$ cat src/rtl/uart_rx.sv
// UART receiver: 2-flop synchronised line, start-bit glitch rejection, centre sampling,
// optional parity check, framing error with break hold-off.
module uart_rx #(
    parameter int unsigned CLK_FREQ   = 50_000_000,
    parameter int unsigned BAUD_RATE  = 9600,
    parameter string       PARITY     = "NONE",
    parameter int unsigned DATA_WIDTH = 8
) (
    input  logic                  clk,
    input  logic                  srst,
    input  logic                  RXD,
    output logic [DATA_WIDTH-1:0] rx_data,
    output logic                  rx_valid,
    output logic                  rx_parity_err,
    output logic                  rx_frame_err
);

    localparam int unsigned P          = CLK_FREQ / BAUD_RATE;
    localparam int unsigned FREQ_COUNT = P - 1;
    localparam int unsigned HALF       = FREQ_COUNT / 2;
    localparam int unsigned CNT_W      = (P > 1) ? $clog2(P) : 1;
    localparam int unsigned BIT_W      = (DATA_WIDTH > 1) ? $clog2(DATA_WIDTH) : 1;
    localparam bit          PAR_ODD    = (PARITY == "ODD");
    localparam bit          PAR_EN     = (PARITY == "ODD") || (PARITY == "EVEN");

    typedef enum logic [2:0] {
        IDLE  = 3'd0,
        START = 3'd1,
        DATA  = 3'd2,
        PARI  = 3'd3,
        STOP  = 3'd4,
        BREAK = 3'd5
    } state_t;

    state_t                state;
    state_t                state_next;
    logic                  sync1;
    logic                  rxs;
    logic                  rxs_d;
    logic [1:0]            fill;
    logic                  armed;
    logic [CNT_W-1:0]      cnt;
    logic [BIT_W-1:0]      bit_idx;
    logic [DATA_WIDTH-1:0] shreg;
    logic                  par_err;
    logic                  tick_half;
    logic                  tick_full;
    logic                  cnt_clr;
    logic                  take_data;
    logic                  take_par;
    logic                  take_stop;

    // Synchroniser plus one history flop for falling-edge detection.
    always_ff @(posedge clk) begin
        if (srst) begin
            sync1 <= 1'b1;
            rxs   <= 1'b1;
            rxs_d <= 1'b1;
            fill  <= 2'd0;
        end else begin
            sync1 <= RXD;
            rxs   <= sync1;
            rxs_d <= rxs;
            if (fill != 2'd3) fill <= fill + 2'd1;
        end
    end

    // Edges are only trusted once the reset-forced ones have flushed out of the chain,
    // so a line already low at reset release cannot look like a start bit.
    assign armed = (fill == 2'd3);

    always_ff @(posedge clk) begin
        if (srst) state <= IDLE;
        else      state <= state_next;
    end

    always_comb begin
        state_next = state;
        cnt_clr    = 1'b0;
        take_data  = 1'b0;
        take_par   = 1'b0;
        take_stop  = 1'b0;
        tick_half  = (cnt == CNT_W'(HALF));
        tick_full  = (cnt == CNT_W'(FREQ_COUNT));
        case (state)
            IDLE: begin
                if (armed && rxs_d && !rxs) state_next = START;
            end
            START: begin
                if (tick_half) begin
                    if (rxs) begin
                        state_next = IDLE;
                    end else begin
                        state_next = DATA;
                        cnt_clr    = 1'b1;
                    end
                end
            end
            DATA: begin
                if (tick_full) begin
                    take_data = 1'b1;
                    if (bit_idx == BIT_W'(DATA_WIDTH - 1)) state_next = PAR_EN ? PARI : STOP;
                end
            end
            PARI: begin
                if (tick_full) begin
                    take_par   = 1'b1;
                    state_next = STOP;
                end
            end
            STOP: begin
                if (tick_full) begin
                    take_stop  = 1'b1;
                    state_next = rxs ? IDLE : BREAK;
                end
            end
            BREAK: begin
                if (rxs) state_next = IDLE;
            end
            default: state_next = IDLE;
        endcase
    end

    // Bit-period counter: parked at zero in IDLE/BREAK, realigned after the start-bit centre.
    always_ff @(posedge clk) begin
        if (srst) begin
            cnt <= '0;
        end else if (state == IDLE || state == BREAK || cnt_clr) begin
            cnt <= '0;
        end else if (cnt == CNT_W'(FREQ_COUNT)) begin
            cnt <= '0;
        end else begin
            cnt <= cnt + CNT_W'(1);
        end
    end

    always_ff @(posedge clk) begin
        if (srst) begin
            bit_idx <= '0;
            shreg   <= '0;
            par_err <= 1'b0;
        end else begin
            if (cnt_clr) begin
                bit_idx <= '0;
                par_err <= 1'b0;
            end else if (take_data) begin
                bit_idx <= (bit_idx == BIT_W'(DATA_WIDTH - 1)) ? '0 : bit_idx + BIT_W'(1);
            end
            if (take_data) shreg <= DATA_WIDTH'({rxs, shreg} >> 1);
            if (take_par)  par_err <= (rxs != (PAR_ODD ? ~^shreg : ^shreg));
        end
    end

    always_ff @(posedge clk) begin
        if (srst) begin
            rx_data       <= '0;
            rx_valid      <= 1'b0;
            rx_parity_err <= 1'b0;
            rx_frame_err  <= 1'b0;
        end else begin
            rx_valid <= take_stop;
            if (take_stop) begin
                rx_data       <= shreg;
                rx_parity_err <= par_err;
                rx_frame_err  <= ~rxs;
            end
        end
    end

endmodule
$ cat config.mk
export PLATFORM = sky130hd
export DESIGN_NAME = uart_rx
export DESIGN_NICKNAME = d
export VERILOG_FILES = /design/src/rtl/uart_rx.sv
export SDC_FILE = /design/constraint.sdc
export NUM_CORES = 1
export LEC_CHECK = 0
export CORE_AREA = 3 3 66 68
export DETAILED_ROUTE_END_ITERATION = 16
export DIE_AREA = 0 0 69 71
export DONT_BUFFER_PORTS = 1
export GPL_TIMING_DRIVEN = 0
export PLACE_DENSITY_LB_ADDON = 0.08
export SLEW_MARGIN = 30
export SYNTH_ARGS = -nofsm -noshare
export SYNTH_HDL_FRONTEND = slang
export SYNTH_SLANG_ARGS = --single-unit
$ cat constraint.sdc
create_clock -name clk -period 5.7 [get_ports clk]
set_input_delay 1.14 -clock clk [delete_from_list [all_inputs] [get_ports clk]]
set_output_delay 1.14 -clock clk [all_outputs]
set_load 0.005 [all_outputs]
# Word-level counts from Yosys, hierarchy flattened
# Cells that the tools add are included.
[totals] ff_bits=44 output_inout_bits=11 elab_cells=66
[classes] n_addsub=3 n_eq_ne=18 n_mux=20 n_bitwise=1 reduce_logical=11
[op_table] operator="3-bit 2-to-1 mux" count=9
[op_table] operator="3-bit case mux with 6 select lines" count=1
[op_table] operator="2-bit inequality test, second input constant" count=8
[op_table] operator="13-bit by 1-bit adder with 13-bit output, second input constant" count=1
[op_table] operator="13-bit by 12-bit equality test with 1-bit output, second input constant" count=1
[op_table] operator="13-bit equality test, second input constant" count=1
[op_table] operator="3-bit equality test, second input constant" count=3
[op_table] operator="1-bit 2-to-1 mux" count=9
[op_table] operator="8-bit XOR reduction" count=1
[op_table] operator="7-bit AND reduction" count=1
[op_table] operator="3-bit by 2-bit equality test with 1-bit output, second input constant" count=2
[op_table] operator="3-bit by 1-bit adder with 3-bit output, second input constant" count=1
[op_table] operator="3-bit by 1-bit equality test with 1-bit output, second input constant" count=1
[op_table] operator="3-bit logical NOT" count=1
[op_table] operator="3-bit OR reduction" count=1
[op_table] operator="2-bit by 1-bit adder with 2-bit output, second input constant" count=1
[op_table] operator="2-bit equality test, second input constant" count=1
[op_table] operator="1-bit logical AND" count=2
[op_table] operator="1-bit logical OR" count=2
[op_table] operator="2-bit 2-to-1 mux" count=1
[op_table] operator="2-bit nonzero test" count=1
[op_table] operator="2-bit OR reduction" count=1
[op_table] operator="1-bit logical NOT" count=1
[op_table] operator="1-bit inequality test" count=1
[op_table] operator="1-bit NOT" count=1

# Longest topological paths before layout
# Gate-level depths: netlist (run 1).
[logic_depth] ltp_word=5 depth_mapped=8 depth_no_buf=7

# Worst setup path after synthesis (run 1)
# Ideal clock, no wire load.
[synth_path] path_type="input port to flip-flop" from="in srst" to="reg cnt[10]" setup_ns=0.064 t_arrival_ns=2.167 setup_slack_ns=3.469 cell_stages=6 path_buffers=2 cell_sequence="clkbuf_1 -> inv_1 -> o31ai_2 -> or3_1 -> buf_2 -> nor2_1"
[synth_between] elab_chain_len=1
[synth_rtl] element="start: declaration" line="10" text="input logic srst,"
[synth_rtl] element="3-bit OR reduction (no source line)"
[synth_rtl] element="end signal: assignment" line="133" text="cnt <= cnt + CNT_W'(1);"
[synth_rtl] element="end: declaration" line="42" text="logic [CNT_W-1:0] cnt;"
# Every way passes these cells.
# A chain may end at the register's enable or synchronous reset.

# Worst setup path in the final report (run 1)
[layout_path] from="reg cnt[0]" to="reg cnt[11]"
[layout_between] elab_chain_len=5 word_cells_on_any_way=7
[layout_rtl] element="13-bit by 12-bit equality test with 1-bit output" line="83" text="tick_half = (cnt == CNT_W'(HALF));"
[layout_rtl] element="1-bit 2-to-1 mux" line="90" text="if (tick_half) begin"
[layout_rtl] element="1-bit 2-to-1 mux" line="85" text="case (state)"
[layout_rtl] element="1-bit logical OR" line="128" text="end else if (state == IDLE || state == BREAK || cnt_clr) begin"
[layout_rtl] element="3-bit OR reduction (no source line)"
# Parallel ways exist; a longest one is shown, timed or not.

==> results of run 1 <==
## through the flow
stage | hold slack, ps | cell area (um^2)
6_report | 425.7 | 2069
4_1_cts | 432.2 | 2069
5_1_grt | 458.0 | 2069
3_5_place_dp | 408.6 | 1982
2_1_floorplan | 389.5 | 1919
3_3_place_gp | 398.0 | 1982
## per-layer routing
layer / vias up / track usage, %
li1: 742 / -
met4: 0 / 5.857
met5: - / 0
met3: 4 / 4.972
met2: 21 / 25.74
met1: 672 / 20.07
## final cells by class
class,instances,area (um^2)
clock inverter,3,18.77
fill,377,1844
inverter,4,15.01
clock buffer,5,68.82
tap,50,62.56
multi-input combinational,156,972.2
sequential,44,880.8
buffer,12,51.30
## worst paths after layout
kind / startpoint / end / depth (start not counted)
worst max-delay path: cnt[0] / cnt[11] / 8
worst min-delay path: sync1 / rxs / 1
worst max register to register: cnt[0] / cnt[11] / 8
worst min register to register: sync1 / rxs / 1
## worst max-delay path, stage by stage (launching register included)
cell and delay [ps]:
dfxtp_1 410, ha_1 170, clkbuf_1 280, nand2_1 110
nand4b_1 240, o31ai_2 440, or3_1 240, buf_2 230
nor2_1 70
## cells by family after synthesis
kind of cell               share of synthesized area [%]
AOI/OAI and AO/OA                                  6.910
xor gates and xnor gates                           9.583
adders and majority gates                          2.608
buffers and inverters                              3.455
DFF                                                45.89
muxes                                              5.737
and+or+nand+nor                                    25.82
## flip-flops by register name, indices dropped and copies added (netlist names)
name / count
state: 3
rx_parity_err: 1
sync1: 1
rxs: 1
fill: 2
par_err: 1
rx_valid: 1
cnt: 13
bit_idx: 3
rx_data: 8
rxs_d: 1
rx_frame_err: 1
shreg: 8
## where the power goes
group	internal (mW)	total, mW	leakage, nW	switching [mW]
clock network	0.0854	0.190	0.0479	0.104
logic	0.0153	0.0381	0.368	0.0229
registers	0.313	0.317	0.356	0.00395
## cell usage after synthesis, types with 5 or more instances
library cell	n	share of area (%)
a21oi_1	13	3.4
nor3_1	5	1.3
dfxtp_1	44	46
clkbuf_1	7	1.4
nor2_1	36	7.0
buf_2	5	1.3
nand3_1	6	1.6
nand2_1	25	4.9
xnor2_1	14	6.4
xor2_1	7	3.2
mux2i_1	11	5.7
==> summary.md, run 1 <==
| Metric | Value |
|---|---|
| # port buffers | `0` |
| Worst-Margin Slew | `482.1 ps` |
| Ports | `14` |
| Power Total | `545.1 uW` |
| Slew HR | `67.86%` |
| Clk buf depth | `2` |
| Worst-skew pair later-pin latency | `300 ps` |
| Final wirelength | `3.670 mm` |
| Commonest cells after routing, fill and taps aside | `dfxtp_1 (44), nor2_1 (36), nand2_1 (25)` |
| Layout Area Growth over Synthesis | `7.822%` |
| Clock Tree Root | `clkbuf_8` |
| Die Y | `71 um` |
| DRT iter0 DRCs | `68` |
| Routed WL per cell | `13.39 um` |
| Initial antenna violation count | `0` |
| Vias after detailed routing | `1439` |
| Setup bufs post-CTS | `0` |
| Asr flop ratio synth | `0%` |
| Fin Clk Skew | `10.47 ps` |
| Ys Warns | `0` |
| Num CTS Buffers | `5` |
| DP HPWL | `2.693 mm` |
| Core area | `3914 um^2` |
| Mean Syn Cell Area | `8.886 um^2` |
| Post-synth top flop | `dfxtp_1` |
| Pre-CTS setup slack | `3203 ps` |
| Met1 Wirelength | `1.744 mm` |
| Req. time, crit path | `5880 ps` |
| Wire length on met2 | `1.719 mm` |
| H-Tree Depth | `2` |
| Final period util | `40.32%` |
| FF+latch count, synth | `44` |
| Core Rows | `23` |
| Fin util | `52.88%` |
| Post-Syn Nets | `223` |
| GRT Total Usage | `15.94%` |
| DRC errors left | `0` |
| Overflow after GRT | `0` |
| FMAX | `0.4352 GHz` |
| Maximum fanout along the worst path | `10` |
| Post-synth EDFFs | `0` |
| Areal power density over the cells | `263.4 nW/um^2` |
| Largest net degree at the start of global routing | `15` |
| Hold_buf cts | `0` |
| Die Wd | `69 um` |
| Ant diodes | `0` |
| Setup crit start kind | `flip-flop` |
| Dpl cells | `266` |
| Initial core utilization | `49.04%` |
| Non-Filler Instances | `274` |
| Vias in the first global route | `1403` |
| Clock Sinks | `44` |
| Fraction of layout cells with a size suffix above 1 | `8.482%` |
| Final Slew Violations | `0` |
| Final setup viols | `0` |
| Cells after synthesis | `216` |
| RSZ-0062 raised after global routing | `no` |
| WL met3 | `154 um` |
| Die area | `4899 um^2` |
| R2R setup slack | `3400 ps` |
| Crit path capture type | `flip-flop` |
| Fin. Hold Viols | `0` |
| Final min period | `2298 ps` |
| Setup CP Type | `flip-flop to flip-flop` |
| Clk slew on worst S/H paths | `80 ps` |
| Final nets | `230` |
| Total Neg Setup Slack | `0 ps` |
| Post-CTS Resized | `0` |
| Sequential-to-total area share from yosys stat | `45.89%` |
| Final worst slack | `3402 ps` |
| Worst Path Arrival | `2480 ps` |
| Status | `finished clean` |
| Highest routed layer | `met4` |
| Drt first pass iters | `4` |
| LEAKAGE | `0.7714 nW` |
| Remaining antenna violation count | `0` |
| Via density | `5.252` |
| Most common cell after layout, fill and taps aside | `dfxtp_1` |
| Mapped Area | `1919 um^2` |
| Synth unique cells | `39` |
| RePlAce Congestion | `0.8351` |
| Worst VDD drop | `0.1458 mV` |
| Max Cap Viol | `0` |
| Hold Crit Class | `flip-flop to flip-flop` |
| First-pass GRT wire length | `6.306 mm` |
| CTS tree | `built` |
(Power assumes the default switching activity.)
==> run 2, diff against run 1 <==
Clock period 5.7 ns to 2 ns, I/O delays scaled along.
==> summary.md, run 2 (same netlist as run 1, synthesis figures left out) <==
| Metric | Value |
|---|---|
| Status | `finished clean` |
| Vias after detailed routing | `1467 (+1.9%)` |
| Fin Clk Skew | `11.35 ps (+0.8800 ps)` |
| # port buffers | `0 (unchanged)` |
| Fin Hold WS | `206.2 ps (-219.5 ps)` |
| Ant diodes | `0 (unchanged)` |
| H-Tree Depth | `2 (unchanged)` |
| Layout Area Growth over Synthesis | `10.89%` |
| Max Cap Viol | `0 (unchanged)` |
| Clk buf depth | `2 (unchanged)` |
| Fraction of layout cells with a size suffix above 1 | `12.89% (+4.4 points)` |
| Maximum fanout along the worst path | `10 (unchanged)` |
| Clk slew on worst S/H paths | `90 ps (about the same)` |
| Largest registers | `cnt (13), rx_data (8), shreg (8)` |
| Final min period | `1914 ps (-383.9 ps)` |
| Worst Path Arrival | `2090 ps (-390 ps)` |
| Areal power density over the cells | `735.4 nW/um^2 (+180%)` |
| Clock Tree Root | `clkbuf_8` |
| Worst VDD drop | `0.4161 mV (+190%)` |
| Die area | `4899 um^2 (unchanged)` |
| Via density | `5.335 (+1.6%)` |
| Routed WL per cell | `13.53 um (+1.0%)` |
| FMAX | `0.5224 GHz (+20%)` |
| Worst-Margin Slew | `510.6 ps (+28.45 ps)` |
| Slew HR | `65.96% (-1.9 points)` |
| Drt first pass iters | `4 (unchanged)` |
| Initial antenna violation count | `0 (unchanged)` |
| Largest net degree at the start of global routing | `15 (unchanged)` |
| Number of flip-flops in the largest register | `13 (unchanged)` |
| DRT iter0 DRCs | `77 (+13%)` |
| CP peak stage delay | `400 ps (-40 ps)` |
| Register with the most flip-flops | `cnt` |
| Crit-path slowest cell | `or4_1` |
| Commonest cells after routing, fill and taps aside | `dfxtp_1 (40), nor2_1 (36), nand2_1 (25)` |
| Ports | `14 (unchanged)` |
| Most common cell after layout, fill and taps aside | `dfxtp_1` |
| LEAKAGE | `0.7871 nW (+2.0%)` |
| Setup crit start kind | `flip-flop` |
| DP HPWL | `2.693 mm (unchanged)` |
| RePlAce Congestion | `0.8351 (unchanged)` |
| Core area | `3914 um^2 (unchanged)` |
| Final Slew Violations | `0 (unchanged)` |
| Core Rows | `23 (unchanged)` |
| Final worst slack | `85.82 ps (-3316 ps)` |
| Hold_buf cts | `0 (unchanged)` |
| Hold Crit Class | `primary input to flip-flop` |
| CTS tree | `built` |
| Clock Sinks | `44 (unchanged)` |
| Final wirelength | `3.721 mm (+1.4%)` |
| Num CTS Buffers | `5 (unchanged)` |
| Worst r2r path cells | `7 (-1)` |
| Initial core utilization | `49.04% (unchanged)` |
| DRC errors left | `0 (unchanged)` |
| Die Wd | `69 um (unchanged)` |
| Worst-skew pair later-pin latency | `300 ps (about the same)` |
| Setup CP Type | `flip-flop to flip-flop` |
| Vias in the first global route | `1413 (+0.71%)` |
| Fin. Hold Viols | `0 (unchanged)` |
| Die Y | `71 um (unchanged)` |
| Crit path capture type | `flip-flop` |
| Final nets | `231 (+0.43%)` |
| Req. time, crit path | `2180 ps (-3700 ps)` |
| Worst path cell trace | `and4bb_1 -> nand4_1 -> or4_1 -> clkbuf_1 -> clkbuf_4 -> mux2i_1 -> nor2_1` |
| First-pass GRT wire length | `6.327 mm (+0.33%)` |
| Remaining antenna violation count | `0 (unchanged)` |
| Final setup viols | `0 (unchanged)` |
| Pre-CTS setup slack | `-247.4 ps (-3450 ps)` |
| Final period util | `95.71% (+55 points)` |
| GRT Total Usage | `16.00% (+0.060 points)` |
| Overflow after GRT | `0 (unchanged)` |
| Hold Path Stages | `1 (unchanged)` |
[run 2: final timing paths]
kind | to | startpoint | slack (ps)
max | shreg[4] | cnt[9] | 90
min | sync1 | RXD | 210
max reg2reg | shreg[4] | cnt[9] | 90
min reg2reg | rxs | sync1 | 430
[run 2: area by class of cell]
type / instances / area [um^2]
multi-input cells: 156 / 1010
clock inverters: 3 / 18.77
repair buffers: 2 / 15.01
fillers: 367 / 1785
flip-flops and latches: 44 / 885.9
clock buffers: 5 / 68.82
well taps: 50 / 62.56
inverters: 4 / 15.01
plain buffers: 11 / 52.55
[run 2: per-layer routing]
layer	GRT usage, %	part of all wire (%)	vias up
met3	4.972	3.4	4
met5	0	0	-
met2	25.85	48	25
li1	-	-	745
met4	5.857	1.4	0
met1	20.16	47	693
[run 2: stage by stage]
stage	cells	power, mW	area [um^2]	setup TNS [ps]	utilization [%]
2_1_floorplan	216	1.011	1919	0	-
3_3_place_gp	266	1.027	1982	-3865	50.64
3_5_place_dp	266	1.035	1982	-4044	50.64
4_1_cts	273	1.579	2087	0	53.32
5_1_grt	275	1.652	2128	-16.55	54.38
6_report	275	1.565	2128	0	54.38
[run 2: power by group]
part	internal (mW)	leakage, nW	switching [mW]
clock	0.243	0.0479	0.295
combinational	0.0503	0.382	0.0713
sequential	0.894	0.358	0.0121
[run 2: critical path, delay by kind of cell, from the launching register on]
family	cells	cell delay (ps)
AND/OR/NAND/NOR	4	880
buffers and inverters	2	390
multiplexers	1	190
flip-flops	1	350
[run 2: what timing repair did]
action	CTS	global route
pin swaps	0	1
endpoints found under the setup margin	25	20
setup buffers	0	2
gates resized for setup	3	9
